`config.mk`:
```
export PLATFORM = sky130hd
export DESIGN_NAME = uart_fifo_ctl_flat
export DESIGN_NICKNAME = d
export VERILOG_FILES = /design/src/rtl/uart_fifo_ctl_if.sv /design/src/rtl/uart_fifo_ctl.sv /design/src/flat_wrapper.sv
export SDC_FILE = /design/constraint.sdc
export NUM_CORES = 1
export LEC_CHECK = 0
export BUFFER_PORTS_ARGS = -buffer_cell sky130_fd_sc_hd__buf_2
export CORE_MARGIN = 2
export CORE_UTILIZATION = 40
export CTS_BUF_LIST = sky130_fd_sc_hd__clkbuf_8
export CTS_CLUSTER_DIAMETER = 60
export DETAILED_ROUTE_END_ITERATION = 8
export GPL_TIMING_DRIVEN = 0
export PLACE_DENSITY = 0.59
export SYNTH_ARGS = -nofsm -noshare
export SYNTH_HDL_FRONTEND = slang
export SYNTH_SLANG_ARGS = --single-unit
```
`constraint.sdc`:
```
create_clock -name clk -period 3.2 [get_ports clk]
set_input_delay 0.48 -clock clk [delete_from_list [all_inputs] [get_ports clk]]
set_output_delay 0.48 -clock clk [all_outputs]
set_load 0.02 [all_outputs]
```
`src/rtl/uart_fifo_ctl_if.sv`:
```
// Purpose : core-side register bus for uart_fifo_ctl (address, write data, strobes, read data).
// Latency : none; plain wires bundled for port grouping.
// Backpres: none; the slave never stalls the core.
// Modports: master = core side (drives address/data/strobes), slave = UART side (drives mem_rdata).
interface uart_fifo_ctl_if;
  logic [31:0] mem_addr;
  logic [31:0] mem_wdata;
  logic        mem_we;
  logic        mem_re;
  logic [31:0] mem_rdata;

  modport master (
    output mem_addr,
    output mem_wdata,
    output mem_we,
    output mem_re,
    input  mem_rdata
  );

  modport slave (
    input  mem_addr,
    input  mem_wdata,
    input  mem_we,
    input  mem_re,
    output mem_rdata
  );
endinterface

```
`src/rtl/uart_fifo_ctl.sv`:
```
// Purpose : memory-mapped UART with TX/RX FIFOs, programmable baud divisor and level interrupt.
// Latency : register reads are combinational; an idle TX line starts a frame 2 cycles after a DATA write.
// Backpres: never stalls the bus; DATA writes to a full TX FIFO are dropped, RX bytes into a full FIFO set overrun.
// Ports   : clk, rst (synchronous, active-high); bus (slave modport: mem_addr, mem_wdata, mem_we,
//           mem_re, mem_rdata); uart_tx serial out (idle high); uart_rx asynchronous serial in;
//           irq level interrupt.
// Option  : define UART_FIFO_PARITY_EN for an even-parity bit after the data bits (8E1); default is 8N1.
module uart_fifo_ctl #(
  parameter logic [31:0] UART_BASE_ADDR = 32'h4000_0000,
  parameter int          FIFO_DEPTH     = 8,
  parameter logic [15:0] DIV_RESET      = 16'd434
) (
  input  logic           clk,
  input  logic           rst,
  uart_fifo_ctl_if.slave bus,
  output logic           uart_tx,
  input  logic           uart_rx,
  output logic           irq
);

  localparam int AW = $clog2(FIFO_DEPTH);
  localparam int PW = AW + 1;

  // ---------------------------------------------------------------------------
  // Bus decode. Strobes are edge-detected so a held strobe acts exactly once.
  // ---------------------------------------------------------------------------
  logic       we_q, re_q;
  logic       we_pulse, re_pulse, hit;
  logic [1:0] sel;
  logic       wr_data, wr_stat, wr_div, wr_ien, rd_data;

  assign hit      = (bus.mem_addr[31:4] == UART_BASE_ADDR[31:4]);
  assign sel      = bus.mem_addr[3:2];
  assign we_pulse = bus.mem_we & ~we_q;
  assign re_pulse = bus.mem_re & ~re_q;
  assign wr_data  = we_pulse & hit & (sel == 2'd0);
  assign wr_stat  = we_pulse & hit & (sel == 2'd1);
  assign wr_div   = we_pulse & hit & (sel == 2'd2);
  assign wr_ien   = we_pulse & hit & (sel == 2'd3);
  assign rd_data  = re_pulse & hit & (sel == 2'd0);

  logic unused_bits;
  assign unused_bits = ^{bus.mem_addr[1:0], bus.mem_wdata[31:16]};

  always_ff @(posedge clk) begin
    if (rst) begin
      we_q <= 1'b0;
      re_q <= 1'b0;
    end else begin
      we_q <= bus.mem_we;
      re_q <= bus.mem_re;
    end
  end

  // ---------------------------------------------------------------------------
  // Control registers
  // ---------------------------------------------------------------------------
  logic [15:0] div_q;
  logic [1:0]  irq_en_q;

  always_ff @(posedge clk) begin
    if (rst) begin
      div_q    <= DIV_RESET;
      irq_en_q <= 2'b00;
    end else begin
      // Divisors below 4 leave no room for the half-bit start validation.
      if (wr_div)
        div_q <= (bus.mem_wdata[15:0] < 16'd4) ? 16'd4 : bus.mem_wdata[15:0];
      if (wr_ien)
        irq_en_q <= bus.mem_wdata[1:0];
    end
  end

  // ---------------------------------------------------------------------------
  // TX FIFO. Pointers carry one extra wrap bit: equal pointers mean empty,
  // pointers differing only in the wrap bit mean full.
  // ---------------------------------------------------------------------------
  logic [7:0]    tx_mem [FIFO_DEPTH];
  logic [PW-1:0] tx_wr_q, tx_rd_q;
  logic          tx_full, tx_empty, tx_push, tx_pop;
  logic [7:0]    tx_head;

  assign tx_empty = (tx_wr_q == tx_rd_q);
  assign tx_full  = (tx_wr_q[AW] != tx_rd_q[AW]) && (tx_wr_q[AW-1:0] == tx_rd_q[AW-1:0]);
  assign tx_head  = tx_mem[tx_rd_q[AW-1:0]];
  // A pop in the same cycle frees the slot the write lands in.
  assign tx_push  = wr_data & (~tx_full | tx_pop);

  always_ff @(posedge clk) begin
    if (rst) begin
      tx_wr_q <= '0;
      tx_rd_q <= '0;
    end else begin
      if (tx_push) tx_wr_q <= tx_wr_q + 1'b1;
      if (tx_pop)  tx_rd_q <= tx_rd_q + 1'b1;
    end
  end

  always_ff @(posedge clk) begin
    if (tx_push) tx_mem[tx_wr_q[AW-1:0]] <= bus.mem_wdata[7:0];
  end

  // ---------------------------------------------------------------------------
  // TX FSM. Each bit lasts tx_div_q clocks (counter runs 1..div). The divisor
  // is latched when a byte is popped, so a DIV write never disturbs a frame.
  // ---------------------------------------------------------------------------
  typedef enum logic [2:0] {
    TX_IDLE  = 3'd0,
    TX_START = 3'd1,
    TX_DATA  = 3'd2,
    TX_PAR   = 3'd3,
    TX_STOP  = 3'd4
  } tx_state_e;

`ifdef UART_FIFO_PARITY_EN
  localparam tx_state_e TX_AFTER_DATA = TX_PAR;
`else
  localparam tx_state_e TX_AFTER_DATA = TX_STOP;
`endif

  tx_state_e   tx_state_q, tx_state_d;
  logic [15:0] tx_div_q, tx_cnt_q;
  logic [2:0]  tx_idx_q;
  logic [7:0]  tx_sh_q;
  logic        tx_q, tx_d;
  logic        tx_bit_done;
`ifdef UART_FIFO_PARITY_EN
  logic        tx_par_q;
`endif

  assign tx_bit_done = (tx_cnt_q == tx_div_q);

  always_ff @(posedge clk) begin
    if (rst) begin
      tx_state_q <= TX_IDLE;
      tx_q       <= 1'b1;
    end else begin
      tx_state_q <= tx_state_d;
      tx_q       <= tx_d;
    end
  end

  always_comb begin
    tx_state_d = tx_state_q;
    unique case (tx_state_q)
      TX_IDLE:  if (!tx_empty) tx_state_d = TX_START;
      TX_START: if (tx_bit_done) tx_state_d = TX_DATA;
      TX_DATA:  if (tx_bit_done && (tx_idx_q == 3'd7)) tx_state_d = TX_AFTER_DATA;
`ifdef UART_FIFO_PARITY_EN
      TX_PAR:   if (tx_bit_done) tx_state_d = TX_STOP;
`endif
      // Chain straight into the next start bit so frames are back-to-back.
      TX_STOP:  if (tx_bit_done) tx_state_d = tx_empty ? TX_IDLE : TX_START;
      default:  tx_state_d = TX_IDLE;
    endcase
  end

  always_comb begin
    tx_d   = 1'b1;
    tx_pop = 1'b0;
    unique case (tx_state_q)
      TX_IDLE:  tx_pop = ~tx_empty;
      TX_START: tx_d   = 1'b0;
      TX_DATA:  tx_d   = tx_sh_q[0];
`ifdef UART_FIFO_PARITY_EN
      TX_PAR:   tx_d   = tx_par_q;
`endif
      TX_STOP:  tx_pop = tx_bit_done & ~tx_empty;
      default:  tx_d   = 1'b1;
    endcase
  end

  always_ff @(posedge clk) begin
    if (rst) begin
      tx_cnt_q <= 16'd1;
      tx_idx_q <= 3'd0;
      tx_sh_q  <= 8'h00;
      tx_div_q <= DIV_RESET;
`ifdef UART_FIFO_PARITY_EN
      tx_par_q <= 1'b0;
`endif
    end else if (tx_pop) begin
      tx_cnt_q <= 16'd1;
      tx_idx_q <= 3'd0;
      tx_sh_q  <= tx_head;
      tx_div_q <= div_q;
`ifdef UART_FIFO_PARITY_EN
      tx_par_q <= ^tx_head;
`endif
    end else if (tx_state_q != TX_IDLE) begin
      if (tx_bit_done) begin
        tx_cnt_q <= 16'd1;
        if (tx_state_q == TX_DATA) begin
          tx_sh_q  <= {1'b0, tx_sh_q[7:1]};
          tx_idx_q <= tx_idx_q + 3'd1;
        end
      end else begin
        tx_cnt_q <= tx_cnt_q + 16'd1;
      end
    end
  end

  assign uart_tx = tx_q;

  // ---------------------------------------------------------------------------
  // RX synchroniser and falling-edge detect (all flops idle high).
  // ---------------------------------------------------------------------------
  logic rx_s1_q, rx_s2_q, rx_prev_q, rx_fall;

  always_ff @(posedge clk) begin
    if (rst) begin
      rx_s1_q   <= 1'b1;
      rx_s2_q   <= 1'b1;
      rx_prev_q <= 1'b1;
    end else begin
      rx_s1_q   <= uart_rx;
      rx_s2_q   <= rx_s1_q;
      rx_prev_q <= rx_s2_q;
    end
  end

  assign rx_fall = rx_prev_q & ~rx_s2_q;

  // ---------------------------------------------------------------------------
  // RX FSM. The counter starts at 1 on the edge cycle: the start bit is
  // re-checked at div/2, then every later bit is sampled div clocks apart.
  // ---------------------------------------------------------------------------
  typedef enum logic [2:0] {
    RX_IDLE  = 3'd0,
    RX_START = 3'd1,
    RX_DATA  = 3'd2,
    RX_PAR   = 3'd3,
    RX_STOP  = 3'd4
  } rx_state_e;

`ifdef UART_FIFO_PARITY_EN
  localparam rx_state_e RX_AFTER_DATA = RX_PAR;
`else
  localparam rx_state_e RX_AFTER_DATA = RX_STOP;
`endif

  rx_state_e   rx_state_q, rx_state_d;
  logic [15:0] rx_div_q, rx_cnt_q, rx_half;
  logic [2:0]  rx_idx_q;
  logic [7:0]  rx_sh_q;
  logic        rx_sample, rx_good, set_ferr, rx_push_q;
`ifdef UART_FIFO_PARITY_EN
  logic        rx_par_bad_q, set_perr;
`endif

  assign rx_half   = {1'b0, rx_div_q[15:1]};
  assign rx_sample = (rx_state_q == RX_START) ? (rx_cnt_q == rx_half)
                                              : (rx_cnt_q == rx_div_q);

  always_ff @(posedge clk) begin
    if (rst) rx_state_q <= RX_IDLE;
    else     rx_state_q <= rx_state_d;
  end

  always_comb begin
    rx_state_d = rx_state_q;
    unique case (rx_state_q)
      RX_IDLE:  if (rx_fall) rx_state_d = RX_START;
      // A start bit that reads high again at mid-bit was a glitch.
      RX_START: if (rx_sample) rx_state_d = rx_s2_q ? RX_IDLE : RX_DATA;
      RX_DATA:  if (rx_sample && (rx_idx_q == 3'd7)) rx_state_d = RX_AFTER_DATA;
`ifdef UART_FIFO_PARITY_EN
      RX_PAR:   if (rx_sample) rx_state_d = RX_STOP;
`endif
      // Return at mid-stop so the next start edge is not missed.
      RX_STOP:  if (rx_sample) rx_state_d = RX_IDLE;
      default:  rx_state_d = RX_IDLE;
    endcase
  end

  always_comb begin
    rx_good  = 1'b0;
    set_ferr = 1'b0;
`ifdef UART_FIFO_PARITY_EN
    set_perr = 1'b0;
`endif
    if ((rx_state_q == RX_STOP) && rx_sample) begin
      if (!rx_s2_q) set_ferr = 1'b1;
`ifdef UART_FIFO_PARITY_EN
      else if (rx_par_bad_q) set_perr = 1'b1;
`endif
      else rx_good = 1'b1;
    end
  end

  always_ff @(posedge clk) begin
    if (rst) begin
      rx_cnt_q  <= 16'd1;
      rx_idx_q  <= 3'd0;
      rx_sh_q   <= 8'h00;
      rx_div_q  <= DIV_RESET;
      rx_push_q <= 1'b0;
`ifdef UART_FIFO_PARITY_EN
      rx_par_bad_q <= 1'b0;
`endif
    end else begin
      rx_push_q <= rx_good;
      if (rx_state_q == RX_IDLE) begin
        if (rx_fall) begin
          rx_cnt_q <= 16'd1;
          rx_div_q <= div_q;
        end
      end else if (rx_sample) begin
        rx_cnt_q <= 16'd1;
        if (rx_state_q == RX_START) rx_idx_q <= 3'd0;
        if (rx_state_q == RX_DATA) begin
          rx_sh_q  <= {rx_s2_q, rx_sh_q[7:1]};
          rx_idx_q <= rx_idx_q + 3'd1;
        end
`ifdef UART_FIFO_PARITY_EN
        if (rx_state_q == RX_PAR) rx_par_bad_q <= ^{rx_sh_q, rx_s2_q};
`endif
      end else begin
        rx_cnt_q <= rx_cnt_q + 16'd1;
      end
    end
  end

  // ---------------------------------------------------------------------------
  // RX FIFO
  // ---------------------------------------------------------------------------
  logic [7:0]    rx_mem [FIFO_DEPTH];
  logic [PW-1:0] rx_wr_q, rx_rd_q, rx_count;
  logic          rx_full, rx_empty, rx_push, rx_pop, set_ovr;
  logic [7:0]    rx_head;

  assign rx_empty = (rx_wr_q == rx_rd_q);
  assign rx_full  = (rx_wr_q[AW] != rx_rd_q[AW]) && (rx_wr_q[AW-1:0] == rx_rd_q[AW-1:0]);
  assign rx_count = rx_wr_q - rx_rd_q;
  assign rx_head  = rx_mem[rx_rd_q[AW-1:0]];
  assign rx_pop   = rd_data & ~rx_empty;
  // A simultaneous pop makes room, so a full FIFO being read is not an overrun.
  assign rx_push  = rx_push_q & (~rx_full | rx_pop);
  assign set_ovr  = rx_push_q & rx_full & ~rx_pop;

  always_ff @(posedge clk) begin
    if (rst) begin
      rx_wr_q <= '0;
      rx_rd_q <= '0;
    end else begin
      if (rx_push) rx_wr_q <= rx_wr_q + 1'b1;
      if (rx_pop)  rx_rd_q <= rx_rd_q + 1'b1;
    end
  end

  always_ff @(posedge clk) begin
    if (rx_push) rx_mem[rx_wr_q[AW-1:0]] <= rx_sh_q;
  end

  // ---------------------------------------------------------------------------
  // Sticky status flags: a new event in the same cycle wins over a clear.
  // ---------------------------------------------------------------------------
  logic overrun_q, frame_err_q, parity_err;
`ifdef UART_FIFO_PARITY_EN
  logic parity_err_q;
`endif

  always_ff @(posedge clk) begin
    if (rst) begin
      overrun_q   <= 1'b0;
      frame_err_q <= 1'b0;
`ifdef UART_FIFO_PARITY_EN
      parity_err_q <= 1'b0;
`endif
    end else begin
      if (set_ovr)                              overrun_q   <= 1'b1;
      else if (wr_stat && bus.mem_wdata[4])     overrun_q   <= 1'b0;
      if (set_ferr)                             frame_err_q <= 1'b1;
      else if (wr_stat && bus.mem_wdata[7])     frame_err_q <= 1'b0;
`ifdef UART_FIFO_PARITY_EN
      if (set_perr)                             parity_err_q <= 1'b1;
      else if (wr_stat && bus.mem_wdata[6])     parity_err_q <= 1'b0;
`endif
    end
  end

`ifdef UART_FIFO_PARITY_EN
  assign parity_err = parity_err_q;
`else
  assign parity_err = 1'b0;
`endif

  // ---------------------------------------------------------------------------
  // Read mux and interrupt
  // ---------------------------------------------------------------------------
  logic [31:0] status;
  logic [31:0] rdata;

  assign status = {16'h0000, 8'(rx_count), frame_err_q, parity_err,
                   (tx_state_q != TX_IDLE), overrun_q,
                   rx_empty, rx_full, tx_empty, tx_full};

  always_comb begin
    rdata = 32'h0;
    if (bus.mem_re && hit) begin
      unique case (sel)
        2'd0:    rdata = rx_empty ? 32'h0 : {1'b1, 23'h0, rx_head};
        2'd1:    rdata = status;
        2'd2:    rdata = {16'h0000, div_q};
        default: rdata = {30'h0, irq_en_q};
      endcase
    end
  end

  assign bus.mem_rdata = rdata;
  assign irq = (irq_en_q[0] & ~rx_empty) | (irq_en_q[1] & tx_empty);

endmodule
```
`src/flat_wrapper.sv`:
```
// flat-port wrapper written by rule: the top's interface ports become plain ports
module uart_fifo_ctl_flat 
#(
  parameter logic [31:0] UART_BASE_ADDR = 32'h4000_0000,
  parameter int          FIFO_DEPTH     = 8,
  parameter logic [15:0] DIV_RESET      = 16'd434
)
  (clk, rst, uart_tx, uart_rx, irq, bus_mem_addr, bus_mem_wdata, bus_mem_we, bus_mem_re, bus_mem_rdata);
  uart_fifo_ctl_if bus_i ();
  input  logic clk;
  input  logic rst;
  output logic uart_tx;
  input  logic uart_rx;
  output logic irq;
  input wire logic [$bits(bus_i.mem_addr)-1:0] bus_mem_addr;
  input wire logic [$bits(bus_i.mem_wdata)-1:0] bus_mem_wdata;
  input wire logic [$bits(bus_i.mem_we)-1:0] bus_mem_we;
  input wire logic [$bits(bus_i.mem_re)-1:0] bus_mem_re;
  output wire logic [$bits(bus_i.mem_rdata)-1:0] bus_mem_rdata;
  assign bus_i.mem_addr = bus_mem_addr;
  assign bus_i.mem_wdata = bus_mem_wdata;
  assign bus_i.mem_we = bus_mem_we;
  assign bus_i.mem_re = bus_mem_re;
  assign bus_mem_rdata = bus_i.mem_rdata;
  uart_fifo_ctl #(.UART_BASE_ADDR(UART_BASE_ADDR), .FIFO_DEPTH(FIFO_DEPTH), .DIV_RESET(DIV_RESET)) u_core (.clk(clk), .rst(rst), .bus(bus_i), .uart_tx(uart_tx), .uart_rx(uart_rx), .irq(irq));
endmodule
```
==> out/results.ini <==
[die]
coreArea_mm2=0.0295
die_h_um=177
initial_core_util=0.404
num_rows=63
ios=103
die_x_um=177
die-area_mm2=0.0312

[timing]
fmax_ghz=0.326
rsz0062_at_grt=yes
setup_viol=0
hold_viol_final=0
fin_ws_ns=0.132
worst_slew_pin_slew_ns=0.892
fin_crit_ns=3.07
period_share=0.959
drv_slew=0
setup-tns-final_ns=0
fin_worst_skew_ns=0.0437
worst_hold_slack_ns=0.108
slew_headroom=0.403

[logic_synthesis]
synth_warnings=0
synthArstFlopShare=0
synth_area_per_cell_um2=11.4
netlist-cell-type-count=71
yosysSeqAreaShare=0.559
syn_inst=1041
synthFlopType=dfxtp_1
ys_seq_elements=269
synth_area_mm2=0.0119
synth_edf_count=128

[cts]
cts_buffers=46
cts_buffer_depth=3
clkTransAtPathRegs_ns=0.06
h-tree-depth=2
cts_tree=yes
cts.sinks=269
cts-root-buf=clkbuf_8
insertion_delay_ns=0.56

[cells_and_area]
final_cell_mix=dfxtp_1 (133), edfxtp_1 (128), nand2_1 (120), nor2_1 (82), buf_2 (75)
instances_no_fill=1607
drive_above_1_share=0.222
nFillCells=2746
syn2layout_area_growth_pct=17.8
nets=1266
design_area_mm2=0.0140
final_core_util=0.476
final_common_cell=dfxtp_1

[placement]
post-place-ws_ns=-0.860
place_area_mm2=0.0128
dpl.hpwl_um=20400
gp_congestion=0.874
placed_cells=1516
portBuffers=67

[drt]
drtIter0Drc=788
first_pass_iters=5
vias_per_cell=5.23
ant_nets=0
vias=8405
drt_wl_total_um=29000
wl_per_cell_um=18.1
drcViolationCount=0

[global_route]
grt_max_degree=13
grt_pass1_wl_um=45700
antenna_found_initial=1
grt-ovfl-total=0
track_usage=0.190
grt_pass1_vias=8184

[power_and_ir_drop]
power_density_mw_per_mm2=512
p_leak_nw=5.02
power_mw=7.19
vdd_drop_max_v=0.000367

[setup_path]
crit_path_start_kind=flop
cp_max_fo=10
required_ns=2.72
crit_type=reg2out
critPathArrivalTime_ns=2.59
worstSetupEndpointType=output pin

[hold_path]
hp-class=in2reg

[job]
max_cap_violations=0

[run_status]
status=complete, no violations

==> where the power goes <==
group | switching, mW | internal, mW | total, mW | leakage, nW
logic | 0.326 | 0.214 | 0.540 | 2.18
clock network | 1.37 | 1.60 | 2.97 | 0.526
registers | 0.0408 | 3.64 | 3.68 | 2.31
total | 1.73 | 5.46 | 7.19 | 5.02
==> worst max-delay path, cell delays in order, from the launching register on <==
cell	delay [ns]
dfxtp_4	0.44
buf_12	0.17
mux4_2	0.51
mux2i_2	0.25
nor2_1	0.12
a21oi_1	0.13
o22a_1	0.15
nor2_1	0.06
buf_2	0.19
==> cells by family (layout without fill, tap and decap cells) <==
family | Yosys count | count (layout) | synth area share
compound gates | 151 | 151 | 0.0853
xor+xnor | 73 | 73 | 0.0537
simple gates | 368 | 368 | 0.159
fa+ha+maj | 14 | 14 | 0.0153
buf+inv | 101 | 262 | 0.0394
other cells | 1 | 16 | 0.000315
flops | 269 | 269 | 0.559
mux | 64 | 64 | 0.0880
==> layout make-up <==
class	instances	area, um2	share of cell area
Antenna cell	1	2.50	0.000178
Multi-Input combinational cell	685	5000	0.356
Clock inverter	31	191	0.0136
Clock buffer	50	688	0.0490
Timing Repair Buffer	82	510	0.0364
Inverter	27	101	0.00722
Buffer	72	379	0.0270
Tap cell	390	488	0.0348
Sequential cell	269	6680	0.476
==> synth_stat cells, types with 5 or more instances <==
| master | count | share of area |
|---|---|---|
| buf_1 | 5 | 0.0016 |
| xnor2_1 | 29 | 0.021 |
| nand4_1 | 10 | 0.0052 |
| clkbuf_1 | 41 | 0.013 |
| buf_2 | 9 | 0.0038 |
| or2_2 | 5 | 0.0026 |
| and3_1 | 12 | 0.0063 |
| o21ai_1 | 10 | 0.0042 |
| dfxtp_1 | 141 | 0.24 |
| nor3_1 | 21 | 0.0088 |
| a21oi_1 | 65 | 0.027 |
| o21ai_0 | 9 | 0.0038 |
| mux2i_1 | 26 | 0.022 |
| edfxtp_1 | 128 | 0.32 |
| mux2_2 | 6 | 0.0057 |
| nor2_1 | 85 | 0.027 |
| nor4_1 | 11 | 0.0058 |
| a22oi_1 | 9 | 0.0057 |
| buf_4 | 17 | 0.011 |
| or3_1 | 5 | 0.0026 |
| xor2_1 | 44 | 0.032 |
| mux4_2 | 32 | 0.060 |
| nand3_1 | 26 | 0.011 |
| nand2_1 | 121 | 0.038 |
| a211oi_1 | 19 | 0.012 |
| a211o_1 | 5 | 0.0037 |
| nand3b_1 | 13 | 0.0082 |
| inv_1 | 27 | 0.0085 |
| nand2b_1 | 6 | 0.0032 |
| ha_1 | 13 | 0.014 |
| nor2b_1 | 12 | 0.0063 |
| nor2_2 | 10 | 0.0052 |
==> worst paths after layout <==
path	start	end	slack [ns]	cells after the start
worst max-delay path	flop	bus_mem_rdata[4]	0.13	8
worst min-delay path	uart_rx	u_core.rx_s1_q	0.11	2
worst max register to register	u_core.tx_cnt_q[14]	u_core.tx_mem[1][5]	0.14	9
worst min register to register	u_core.rx_s1_q	u_core.rx_s2_q	0.42	1
==> registers in the layout, summed over array words and instances, names as in the netlist, 16 cells and up, named ones only <==
signal,count
u_core.tx_div_q,16
u_core.rx_cnt_q,16
u_core.rx_mem,64
u_core.tx_mem,64
u_core.div_q,16
u_core.tx_cnt_q,16
u_core.rx_div_q,16
==> metal layers <==
| metal | part of all wire | global-route usage | up-vias | wire length (um) |
|---|---|---|---|---|
| li1 | - | - | 4019 | - |
| met1 | 0.46 | 0.268 | 4066 | 13400 |
| met5 | 0 | 0 | - | 0 |
| met4 | 0.028 | 0.0613 | 0 | 816 |
| met3 | 0.057 | 0.0293 | 55 | 1660 |
| met2 | 0.45 | 0.301 | 265 | 13100 |
==> what timing repair did <==
item	in CTS	in global routing
setup endpoints to repair	97	111
hold buffers	0	0
resized for setup	31	16
setup buffers	9	2
gates cloned	0	0
pin swaps	6	3
Note: power is estimated with default switching activity, not from simulation.
